## src/rtl/icram_bist_pkg.sv

```systemverilog
// Shared definitions for the instruction-cache RAM BIST controller:
// state encodings, data backgrounds and address-walk directions.
package icram_bist_pkg;

   typedef enum logic [2:0] {
      ST_IDLE  = 3'd0,
      ST_ME0   = 3'd1,
      ST_ME1   = 3'd2,
      ST_ME2   = 3'd3,
      ST_ME3   = 3'd4,
      ST_DRAIN = 3'd5,
      ST_DONE  = 3'd6
   } state_t;

   localparam logic [31:0] BG_ZERO = 32'h0000_0000;
   localparam logic [31:0] BG_ALT1 = 32'h5555_5555;
   localparam logic [31:0] BG_ALT2 = 32'h3333_3333;
   localparam logic [31:0] BG_NIB  = 32'h0F0F_0F0F;

   localparam logic DIR_UP = 1'b1;
   localparam logic DIR_DN = 1'b0;

   function automatic logic [31:0] bg_sel(input logic [1:0] mode);
      logic [31:0] pat;
      case (mode)
         2'b00:   pat = BG_ZERO;
         2'b01:   pat = BG_ALT1;
         2'b10:   pat = BG_ALT2;
         2'b11:   pat = BG_NIB;
         default: pat = BG_ZERO;
      endcase
      return pat;
   endfunction

endpackage

```

## src/rtl/icram_bist_addr_gen.sv

```systemverilog
// Up/down word-address counter with load, count enable and a terminal-count
// flag (all ones when counting up, zero when counting down).
module icram_bist_addr_gen
   import icram_bist_pkg::*;
#(
   parameter int AW = 11
) (
   input  logic          clk,
   input  logic          rst,
   input  logic          load,
   input  logic [AW-1:0] load_val,
   input  logic          en,
   input  logic          dir,
   output logic [AW-1:0] addr,
   output logic          tc
);

   // Address register: load has priority over counting.
   always_ff @(posedge clk or posedge rst) begin
      if (rst) begin
         addr <= {AW{1'b0}};
      end else if (load) begin
         addr <= load_val;
      end else if (en) begin
         addr <= (dir == DIR_UP) ? addr + AW'(1) : addr - AW'(1);
      end else begin
         addr <= addr;
      end
   end

   assign tc = (dir == DIR_UP) ? (addr == {AW{1'b1}}) : (addr == {AW{1'b0}});

endmodule

```

## src/rtl/icram_bist.sv

```systemverilog
// March C- style BIST controller for the instruction-cache data RAM.
// Owns the RAM BIST port while test_mode is high and reports a sticky pass/fail.
module icram_bist
   import icram_bist_pkg::*;
#(
   parameter int IC_MSB = 13
) (
   input  logic            clk,
   input  logic            bist_reset,
   input  logic            test_mode,
   input  logic [1:0]      bist_mode,
   input  logic [63:0]     icram_dout,
   output logic [31:0]     bist_icu_din,
   output logic [1:0]      bist_icu_ram_we,
   output logic [IC_MSB:3] bist_icu_addr,
   output logic            bist_enable,
   output logic            icache_test_err_l,
   output logic            bist_done
);

   localparam int AW = IC_MSB - 2;

   state_t        state_r, state_nx;
   logic          phase_r, phase_nx;
   logic          tm_r;
   logic [31:0]   pat_r, pat_nx;
   logic [31:0]   din_nx;
   logic [1:0]    we_nx;
   logic          en_nx;
   logic          rd_r, rd_nx;
   logic [31:0]   exp_r, exp_nx;
   logic          cmp_v_r;
   logic [31:0]   cmp_exp_r;
   logic          err_nx, done_nx;
   logic          addr_load, addr_en, addr_dir, addr_tc;
   logic [AW-1:0] addr_ld_val;
   logic          start_s, abort_s, mismatch_s;

   assign start_s    = test_mode & ~tm_r;
   assign abort_s    = ~test_mode & (state_r != ST_IDLE) & (state_r != ST_DONE);
   assign mismatch_s = cmp_v_r & (icram_dout != {cmp_exp_r, cmp_exp_r});

   icram_bist_addr_gen #(.AW(AW)) u_addr_gen (
      .clk      (clk),
      .rst      (bist_reset),
      .load     (addr_load),
      .load_val (addr_ld_val),
      .en       (addr_en),
      .dir      (addr_dir),
      .addr     (bist_icu_addr),
      .tc       (addr_tc)
   );

   // Next-state and next-output logic; every output is registered below.
   always_comb begin
      state_nx    = state_r;
      phase_nx    = phase_r;
      pat_nx      = pat_r;
      din_nx      = bist_icu_din;
      we_nx       = 2'b00;
      en_nx       = bist_enable;
      rd_nx       = 1'b0;
      exp_nx      = exp_r;
      done_nx     = bist_done;
      err_nx      = mismatch_s ? 1'b0 : icache_test_err_l;
      addr_load   = 1'b0;
      addr_ld_val = {AW{1'b0}};
      addr_en     = 1'b0;
      addr_dir    = (state_r == ST_ME2) ? DIR_DN : DIR_UP;

      if (abort_s) begin
         state_nx = ST_IDLE;
         en_nx    = 1'b0;
         done_nx  = 1'b0;
         err_nx   = icache_test_err_l;
      end else begin
         case (state_r)
            ST_IDLE: begin
               if (start_s) begin
                  state_nx  = ST_ME0;
                  pat_nx    = bg_sel(bist_mode);
                  din_nx    = bg_sel(bist_mode);
                  we_nx     = 2'b11;
                  en_nx     = 1'b1;
                  phase_nx  = 1'b0;
                  err_nx    = 1'b1;
                  done_nx   = 1'b0;
                  addr_load = 1'b1;
               end else begin
                  en_nx = 1'b0;
               end
            end
            ST_ME0: begin
               if (addr_tc) begin
                  state_nx  = ST_ME1;
                  rd_nx     = 1'b1;
                  exp_nx    = pat_r;
                  phase_nx  = 1'b0;
                  addr_load = 1'b1;
               end else begin
                  we_nx   = 2'b11;
                  din_nx  = pat_r;
                  addr_en = 1'b1;
               end
            end
            ST_ME1: begin
               if (!phase_r) begin
                  we_nx    = 2'b11;
                  din_nx   = ~pat_r;
                  phase_nx = 1'b1;
               end else if (addr_tc) begin
                  state_nx    = ST_ME2;
                  rd_nx       = 1'b1;
                  exp_nx      = ~pat_r;
                  phase_nx    = 1'b0;
                  addr_load   = 1'b1;
                  addr_ld_val = {AW{1'b1}};
               end else begin
                  rd_nx    = 1'b1;
                  exp_nx   = pat_r;
                  phase_nx = 1'b0;
                  addr_en  = 1'b1;
               end
            end
            ST_ME2: begin
               if (!phase_r) begin
                  we_nx    = 2'b11;
                  din_nx   = pat_r;
                  phase_nx = 1'b1;
               end else if (addr_tc) begin
                  state_nx  = ST_ME3;
                  rd_nx     = 1'b1;
                  exp_nx    = pat_r;
                  phase_nx  = 1'b0;
                  addr_load = 1'b1;
               end else begin
                  rd_nx    = 1'b1;
                  exp_nx   = ~pat_r;
                  phase_nx = 1'b0;
                  addr_en  = 1'b1;
               end
            end
            ST_ME3: begin
               if (addr_tc) begin
                  state_nx = ST_DRAIN;
               end else begin
                  rd_nx   = 1'b1;
                  exp_nx  = pat_r;
                  addr_en = 1'b1;
               end
            end
            ST_DRAIN: begin
               state_nx = ST_DONE;
               en_nx    = 1'b0;
               done_nx  = 1'b1;
            end
            ST_DONE: begin
               en_nx = 1'b0;
               if (!test_mode) begin
                  state_nx = ST_IDLE;
               end else begin
                  state_nx = ST_DONE;
               end
            end
            default: begin
               state_nx = ST_IDLE;
               en_nx    = 1'b0;
            end
         endcase
      end
   end

   // State, output and compare-pipeline registers; cmp_* lines up with icram_dout.
   always_ff @(posedge clk or posedge bist_reset) begin
      if (bist_reset) begin
         state_r           <= ST_IDLE;
         phase_r           <= 1'b0;
         tm_r              <= 1'b0;
         pat_r             <= 32'h0000_0000;
         bist_icu_din      <= 32'h0000_0000;
         bist_icu_ram_we   <= 2'b00;
         bist_enable       <= 1'b0;
         rd_r              <= 1'b0;
         exp_r             <= 32'h0000_0000;
         cmp_v_r           <= 1'b0;
         cmp_exp_r         <= 32'h0000_0000;
         icache_test_err_l <= 1'b1;
         bist_done         <= 1'b0;
      end else begin
         state_r           <= state_nx;
         phase_r           <= phase_nx;
         tm_r              <= test_mode;
         pat_r             <= pat_nx;
         bist_icu_din      <= din_nx;
         bist_icu_ram_we   <= we_nx;
         bist_enable       <= en_nx;
         rd_r              <= rd_nx;
         exp_r             <= exp_nx;
         cmp_v_r           <= rd_r;
         cmp_exp_r         <= exp_r;
         icache_test_err_l <= err_nx;
         bist_done         <= done_nx;
      end
   end

endmodule

```

## config.mk

```make
export PLATFORM = sky130hd
export DESIGN_NAME = icram_bist
export DESIGN_NICKNAME = d
export VERILOG_FILES = /design/src/rtl/icram_bist_pkg.sv /design/src/rtl/icram_bist_addr_gen.sv /design/src/rtl/icram_bist.sv
export SDC_FILE = /design/constraint.sdc
export NUM_CORES = 1
export LEC_CHECK = 0
export ABC_AREA = 1
export CORE_MARGIN = 5
export CORE_UTILIZATION = 53
export CTS_CLUSTER_DIAMETER = 100
export DETAILED_ROUTE_END_ITERATION = 10
export PLACE_DENSITY = 0.95
export SYNTH_ARGS = -nofsm -noshare
export SYNTH_HDL_FRONTEND = slang
export SYNTH_SLANG_ARGS = --single-unit
```

## constraint.sdc

```tcl
create_clock -name clk -period 5.7 [get_ports clk]
set_input_delay 1.71 -clock clk [delete_from_list [all_inputs] [get_ports clk]]
set_output_delay 1.71 -clock clk [all_outputs]
set_load 0.02 [all_outputs]
```

# == Yosys cells after proc, flatten, opt, wreduce, memory -nomap -nowiden ==
# Index checks and enable logic that the tools add are counted.
# word_totals
regBits,151
input_bits,69
out_inout_bits,48
elab_cells,128
# op_classes
addsub,2
eq_ne,28
mux,58
n_bitwise,8
n_reduce_logical,18
# op_table
op,n
case mux 32 bit (4 select lines),3
2-to-1 mux 32 bit,9
2-to-1 mux 11 bit,7
inequality test 64 bit,1
inverter 32 bit,1
2-to-1 mux 3 bit,9
inequality test 3 bit (second input constant),8
case mux 3 bit (7 select lines),1
2-to-1 mux 1 bit,18
inequality test 2 bit (second input constant),8
AND reduction 6 bit,2
adder 11 x 1 -> 11 bit (second input constant),1
equality test 11 bit (second input constant),1
logical NOT 11 bit,1
subtractor 11 x 1 -> 11 bit (second input constant),1
equality test 3 bit (second input constant),3
case mux 1 bit (3 select lines),3
nonzero test 3 bit,3
2-to-1 mux 2 bit,4
nonzero test 4 bit,2
AND reduction 7 bit,1
equality test 3 x 2 -> 1 bit (second input constant),2
case mux 1 bit (2 select lines),3
case mux 2 bit (3 select lines),1
other kinds (14),21

# == Longest topological paths before layout ==
# Gate-level depths: netlist (run 1).
# depth
depth_word,8
ltp_mapped,16
ltp_nobuf,16

# == By module ==
# From an unflattened synthesis (run 1), not the netlist that was laid out.
# unflattened
hier_cells,669
area_unflattened_um2,4351.7
# by_module_without_submodules
mod,n_inst,cells_per_inst,area_each_um2,seq_area_each_um2
icram_bist,1,515,3286.9,1052.3
icram_bist_addr_gen,1,154,1064.8,275.3

# == Worst setup path before layout (run 1) ==
# OpenSTA, ideal clock, no wires.
# synth_path
kind,input-to-reg
from,input test_mode
to,register u_addr_gen.addr[0]
setup_time_ns,0.118
arrival_ns,2.709
t_required_ns,5.582
setup_slack_ns,2.873
path_stages,12
n_path_buf,1
path_cell_list,inv_1 > nor2_1 > inv_1 > nor2_1 > inv_2 > nand2_4 > nand2_4 > buf_6 > nand2_1 > nand2_1 > nand2_1 > nand2_1
# synth_via
elab_chain_cells,5
word_cells_on_any_way,11
# synth_rtl
item,line_no,text
start: declaration,icram_bist.sv:10,"input logic test_mode,"
AND 1 bit or inverter 1 bit (tied branches),"icram_bist.sv:39, icram_bist.sv:40",
2-to-1 mux 1 bit or AND 1 bit (tied branches),"icram_bist.sv:79, icram_bist.sv:40",
case mux 1 bit (3 select lines) or AND 1 bit (tied branches),"icram_bist.sv:77, icram_bist.sv:40",
2-to-1 mux 1 bit or 2-to-1 mux 11 bit (tied branches),icram_bist.sv:71,if (abort_s) begin
2-to-1 mux 11 bit or nonzero test 2 bit (tied branches),--,
end signal: assignment,icram_bist_addr_gen.sv:21,addr <= {AW{1'b0}};
end signal: assignment,icram_bist_addr_gen.sv:23,addr <= load_val;
end signal: assignment,icram_bist_addr_gen.sv:25,addr <= (dir == DIR_UP) ? addr + AW'(1) : addr - AW'(1);
end: declaration,icram_bist_addr_gen.sv:14,"output logic [AW-1:0] addr,"
# Parallel ways exist; a longest one is shown, timed or not.
# A chain may end at the register's enable or synchronous reset.

# == Worst setup path after layout (run 1) ==
# layout_path
from,input test_mode
to,register u_addr_gen.addr[1]
# The elaborated chain is that of the path after synthesis.

==> results of run 1 <==
==> worst max-delay path: stages <==
cell	delay [ns]
clkdlybuf4s50_1	0.51
inv_1	0.11
nor2_1	0.14
inv_1	0.05
nor2_1	0.26
inv_2	0.21
nand2_4	0.12
nand2_4	0.14
nand2_1	0.12
nand2_1	0.08
nand2_1	0.08
nand2_1	0.06
==> cell families after synthesis <==
group | after synthesis
AO/OA/AOI/OAI | 55
XOR/XNOR | 24
adder cells (fa/ha/maj) | 14
buffers and inverters | 93
flip-flops | 53
AND/OR/NAND/NOR | 353
==> synthesized netlist by cell type (all sizes together) <==
master	instances	area share [%]
o21ai	26	3.3
xnor2	6	1.3
ha	13	4.0
nor2	71	7.4
nand3	51	6.7
inv	54	5.0
dfstp	1	0.64
fa	1	0.49
o21bai	2	0.36
a21oi	12	1.7
a21boi	4	0.73
or2	7	1.1
xor2	18	3.8
clkbuf	7	0.64
dfrtp	52	32
buf	32	6.0
nand4	12	1.8
o31ai	1	0.18
nand3b	2	0.36
nand2	210	20
o211ai	6	1.6
o221ai	4	0.85
==> sequential cells by signal, summed over array words and instances, names as in the netlist <==
signal,flops
bist_done,1
bist_enable,1
bist_icu_din,8
bist_icu_ram_we,1
cmp_exp_r,8
cmp_v_r,1
exp_r,8
icache_test_err_l,1
pat_r,7
phase_r,1
rd_r,1
state_r,3
tm_r,1
u_addr_gen.addr,11
==> final cells by class <==
| cell class | instances | area, um2 |
|---|---|---|
| timing repair buffer | 116 | 1161 |
| tap | 102 | 127.6 |
| fill | 625 | 2425 |
| clock buffer | 5 | 68.82 |
| clock inverter | 3 | 21.27 |
| inverter | 54 | 207.7 |
| sequential | 53 | 1328 |
| multi-input combinational | 446 | 2308 |
==> worst min path at each step <==
stage / from / endpoint / slack (ns) / cells past startpoint
after global placement: rd_r / cmp_v_r / 0.33 / 0
final: rd_r / cmp_v_r / 0.38 / 0
after global routing: rd_r / cmp_v_r / 0.39 / 0
after floorplan: rd_r / cmp_v_r / 0.33 / 0
after detailed placement: rd_r / cmp_v_r / 0.35 / 0
after CTS: rd_r / cmp_v_r / 0.38 / 0
==> layer usage <==
metal	GRT usage, %	vias to the layer above	part of all wire, %
met1	29.19	1872	42
met5	0	-	0
met2	39.16	161	49
met4	5.042	0	1.5
met3	3.786	19	6.8
li1	-	2031	-
==> through the flow <==
step	hold slack [ns]	std cells	cell area (um2)	utilization, %
floorplan	0.3312	592	4116	-
global placement	0.3344	771	5132	67.11
detailed placement	0.3543	771	5132	67.11
CTS	0.3762	779	5223	68.29
global route	0.3871	779	5223	68.29
finish	0.3752	779	5223	68.29
==> power by group through the flow <==
stage | combinational [mW] | clock, mW | sequential, mW
CTS | 1.44 | 0.219 | 0.753
floorplan | 1.01 | 0 | 0.751
finish | 1.45 | 0.216 | 0.754
global route | 1.59 | 0.232 | 0.786
global placement | 1.39 | 0 | 0.750
detailed placement | 1.43 | 0 | 0.757
==> impl_metrics.env, run 1 <==
export IMPL_synth_cell_types=38
export IMPL_crit_fanout=23
export IMPL_cp_arrival_ns=3.61
export IMPL_synth_nets=675
export IMPL_hpwl_um=8504
export IMPL_via_count=4083
export IMPL_period_minus_slack_ns=3.399
export IMPL_cts_buffer_depth=2
export IMPL_drt_pass1_iter_count=4
export IMPL_clkPwrFrac_pct=9.0
export IMPL_synth_fa_ha_area_share_pct=4.438
export IMPL_clkTransAtPathRegs_ns=0.10
export IMPL_ys_seq_area_share_pct=32.25
export IMPL_crit_path_start_kind="input port"
export IMPL_ir_drop_mv=0.2777
export IMPL_fin_crit_sh_pct=59.63
export IMPL_p_switching_mw=1.179
export IMPL_pin_count=117
export IMPL_combPwrFrac_pct=59.8
export IMPL_yosys_area_share_simple_pct=37.78
export IMPL_worstRegToRegCells=14
export IMPL_rr_startpoint="state_r[2]"
export IMPL_end_kind="flip-flop"
export IMPL_die_w_um=98.13
export IMPL_power_density_nw_per_um2=462.5
export IMPL_cts_resized=0
export IMPL_fmax_ghz=0.2942
export IMPL_netlist_instances=592
export IMPL_cts_hold_buf=0
export IMPL_synth_compound_area_share_pct=8.754
export IMPL_p_leak_nw=2.595
export IMPL_port_buffers=116
export IMPL_synth_mux_area_fraction_pct=0
export IMPL_power_total_mw=2.416
export IMPL_routedWlPerCell_um=14.03
export IMPL_tightest_slew_ns=1.049
export IMPL_antenna_found_initial=0
export IMPL_numCtsBuffers=5
export IMPL_maxCapViolCount=0
export IMPL_rrSetupSlack_ns=3.38
export IMPL_synth_seq_cells=53
export IMPL_finalSetupTns_ns=0
export IMPL_outcome="complete, no violations"
export IMPL_viasPerCell=5.241
export IMPL_layout_commonest_cell="nand2_1"
export IMPL_antenna_cells=0
export IMPL_grt_pass1_vias=3853
export IMPL_root_buffer="clkbuf_8"
export IMPL_grt_pass1_wl_um=18110
export IMPL_core_area_um2=7647
export IMPL_yosys_warnings=0
export IMPL_cts_setup_buffers=0
export IMPL_die_area_um2=9630
export IMPL_final_setup_viol_count=0
export IMPL_finalHoldViolations=0
export IMPL_routabilityCongestion=0.9616
export IMPL_initial_core_util_pct=53.83
export IMPL_crit_end="u_addr_gen.addr[1]"
export IMPL_grt_overflow_total=0
export IMPL_internal_power_mw=1.236
export IMPL_fin_worst_skew_ns=0.009226
export IMPL_p_seq_share_pct=31.2
export IMPL_worstReg2RegEnd="u_addr_gen.addr[10]"
export IMPL_criticalPathCategory="in -> reg"
export IMPL_nets=759
export IMPL_cts_num_sinks=53
export IMPL_cts_max_level=2
export IMPL_holdCritPathClass="reg -> reg"
export IMPL_synth_area_per_cell_um2=6.953
export IMPL_synth_top_family_by_area="simple AND/OR/NAND/NOR gates"
export IMPL_drive_above_1_share_pct=6.795
export IMPL_clk_latency_ns=0.31
export IMPL_drv_slew=0
export IMPL_cp_startpoint="test_mode"
export IMPL_final_cell_mix="nand2_1 (199), clkdlybuf4s50_1 (116), nor2_1 (66)"
export IMPL_relSlewSlack_pct=29.97
export IMPL_netSwitchingFraction_pct=48.82
export IMPL_syn2layout_area_growth_pct=26.87
export IMPL_syn_area_um2=4116
export IMPL_synth_xor_area_share_pct=5.106
export IMPL_wl_um=10930
export IMPL_rsz0062_at_grt="false"
export IMPL_rows=32
export IMPL_first_iter_violations=213
export IMPL_drc=0
export IMPL_ant_nets=0
export IMPL_cp_required_ns=5.91
export IMPL_die_y_um=98.13
export IMPL_grt_usage_pct=22.41
export IMPL_worst_slack_ns=2.301
export IMPL_dpl_worst_slack_ns=2.025
export IMPL_cts_tree="done"
export IMPL_grt_start_max_net_pins=54
Power figures use the tool's default switching activity.
==> inputs of run 2 (changes only) <==
Settings changed: CORE_UTILIZATION 53 to 49, PLACE_DENSITY 0.95 to 0.92.
Clock period 5.7 ns to 3.4 ns, I/O delays scaled along.
==> impl_metrics.env, run 2 (same netlist as run 1, synthesis figures left out) <==
export IMPL_routedLengthMet1_um=4405
export IMPL_antenna_cells=0
export IMPL_die_w_um=101.7
export IMPL_clk_latency_ns=0.32
export IMPL_finalSetupTns_ns=0
export IMPL_tightest_slew_ns=0.5713
export IMPL_holdCritPathClass="reg -> reg"
export IMPL_end_kind="flip-flop"
export IMPL_cts_buffer_depth=2
export IMPL_cp_top_family="simple AND/OR/NAND/NOR gates"
export IMPL_die_area_um2=10330
export IMPL_outcome="complete, no violations"
export IMPL_antenna_found_initial=0
export IMPL_crit_fanout=23
export IMPL_rows=33
export IMPL_numCtsBuffers=5
export IMPL_grt_usage_pct=21.49
export IMPL_syn2layout_area_growth_pct=27.45
export IMPL_cts_num_sinks=53
export IMPL_cts_resized=0
export IMPL_grt_pass1_vias=3991
export IMPL_rr_startpoint="state_r[2]"
export IMPL_pin_count=117
export IMPL_cp_arrival_ns=3.05
export IMPL_cts_max_level=2
export IMPL_drv_slew=0
export IMPL_slowest_delay_ns=0.52
export IMPL_power_total_mw=4.049
export IMPL_period_minus_slack_ns=2.799
export IMPL_rrSetupSlack_ns=1.01
export IMPL_crit_path_start_kind="input port"
export IMPL_drt_pass1_iter_count=5
export IMPL_cpMaxStageDelayCell="clkdlybuf4s50_1"
export IMPL_via_count=4106
export IMPL_grt_pass1_wl_um=18080
export IMPL_port_buffers=116
export IMPL_fin_worst_skew_ns=0.005731
export IMPL_drc=0
export IMPL_cts_setup_buffers=0
export IMPL_cp_required_ns=3.65
export IMPL_ir_drop_mv=0.4596
export IMPL_nets=760
export IMPL_relSlewSlack_pct=61.86
export IMPL_crit_end="u_addr_gen.addr[4]"
export IMPL_ant_nets=0
export IMPL_rsz0062_at_grt="false"
export IMPL_largest_register="u_addr_gen.addr"
export IMPL_first_iter_violations=152
export IMPL_criticalPathCategory="in -> reg"
export IMPL_cp_startpoint="test_mode"
export IMPL_viasPerCell=5.244
export IMPL_stdcell_count=783
export IMPL_routabilityCongestion=0.9460
export IMPL_worstReg2RegEnd="u_addr_gen.addr[10]"
export IMPL_cts_tree="done"
export IMPL_final_cell_mix="nand2_1 (199), clkdlybuf4s50_1 (116), nor2_1 (66)"
export IMPL_wl_um=11120
export IMPL_crit_buf_inv=4
export IMPL_grt_overflow_total=0
export IMPL_maxCapViolCount=0
export IMPL_met3_length_um=901
export IMPL_largest_register_ffs=11
export IMPL_post_route_util_pct=63.85
export IMPL_clkTransAtPathRegs_ns=0.10
export IMPL_final_setup_viol_count=0
export IMPL_dp_cells=775
export IMPL_timing_hold_ws_ns=0.3659
export IMPL_die_y_um=101.7
export IMPL_power_density_nw_per_um2=771.8
export IMPL_routedWlPerCell_um=14.20
export IMPL_highest_layer="met4"
export IMPL_initial_core_util_pct=50.10
export IMPL_grt_start_max_net_pins=28
export IMPL_hpwl_um=8731
export IMPL_fin_crit_sh_pct=82.33
export IMPL_cp_cell_sequence="clkdlybuf4s50_1 -> inv_1 -> nor2_1 -> inv_1 -> nor2_1 -> inv_2 -> nand2_4 -> nand2_4 -> nand2_2 -> nand2_1 -> nand2_1"
export IMPL_drive_above_1_share_pct=6.932
export IMPL_root_buffer="clkbuf_8"
export IMPL_layout_commonest_cell="nand2_1"
export IMPL_worstRegToRegCells=14
export IMPL_core_area_um2=8217
export IMPL_cts_hold_buf=0
export IMPL_finalHoldViolations=0
export IMPL_wl_met2_um=5651
export IMPL_fmax_ghz=0.3572
export IMPL_crit_cells=11
export IMPL_p_leak_nw=2.604
-- run 2: worst min path at each step --
stage | start | end | slack (ns) | depth (start not counted)
2_1_floorplan | rd_r | cmp_v_r | 0.33 | 0
3_3_place_gp | rd_r | cmp_v_r | 0.33 | 0
3_5_place_dp | rd_r | cmp_v_r | 0.35 | 0
4_1_cts | rd_r | cmp_v_r | 0.37 | 0
5_1_grt | rd_r | cmp_v_r | 0.38 | 0
6_report | rd_r | cmp_v_r | 0.37 | 0
-- run 2: per-layer routing --
metal / vias up / global-route usage [%]
met5: - / 0
met4: 0 / 5.624
met2: 161 / 38.58
met3: 17 / 3.306
li1: 2033 / -
met1: 1895 / 26.85
-- run 2: cell type report --
cell class	count	area (um2)
fill	689	2970
inverter	54	207.7
clock inverter	3	21.27
sequential	53	1328
clock buffer	5	68.82
timing repair buffer	117	1181
multi-input combinational	446	2308
tap	105	131.4
-- run 2: per-stage QoR --
| step | setup WS (ns) | instance area [um2] |
|---|---|---|
| 5_1_grt | 0.4099 | 5246 |
| 3_5_place_dp | 0.3287 | 5156 |
| 3_3_place_gp | 0.5339 | 5156 |
| 6_report | 0.6006 | 5246 |
| 2_1_floorplan | 1.095 | 4116 |
| 4_1_cts | 0.6144 | 5246 |
-- run 2: where the power goes --
group	switching, mW	leakage [nW]	internal [mW]
sequential	0.372	0.685	0.896
combinational	1.39	1.87	1.03
clock	0.218	0.0445	0.146
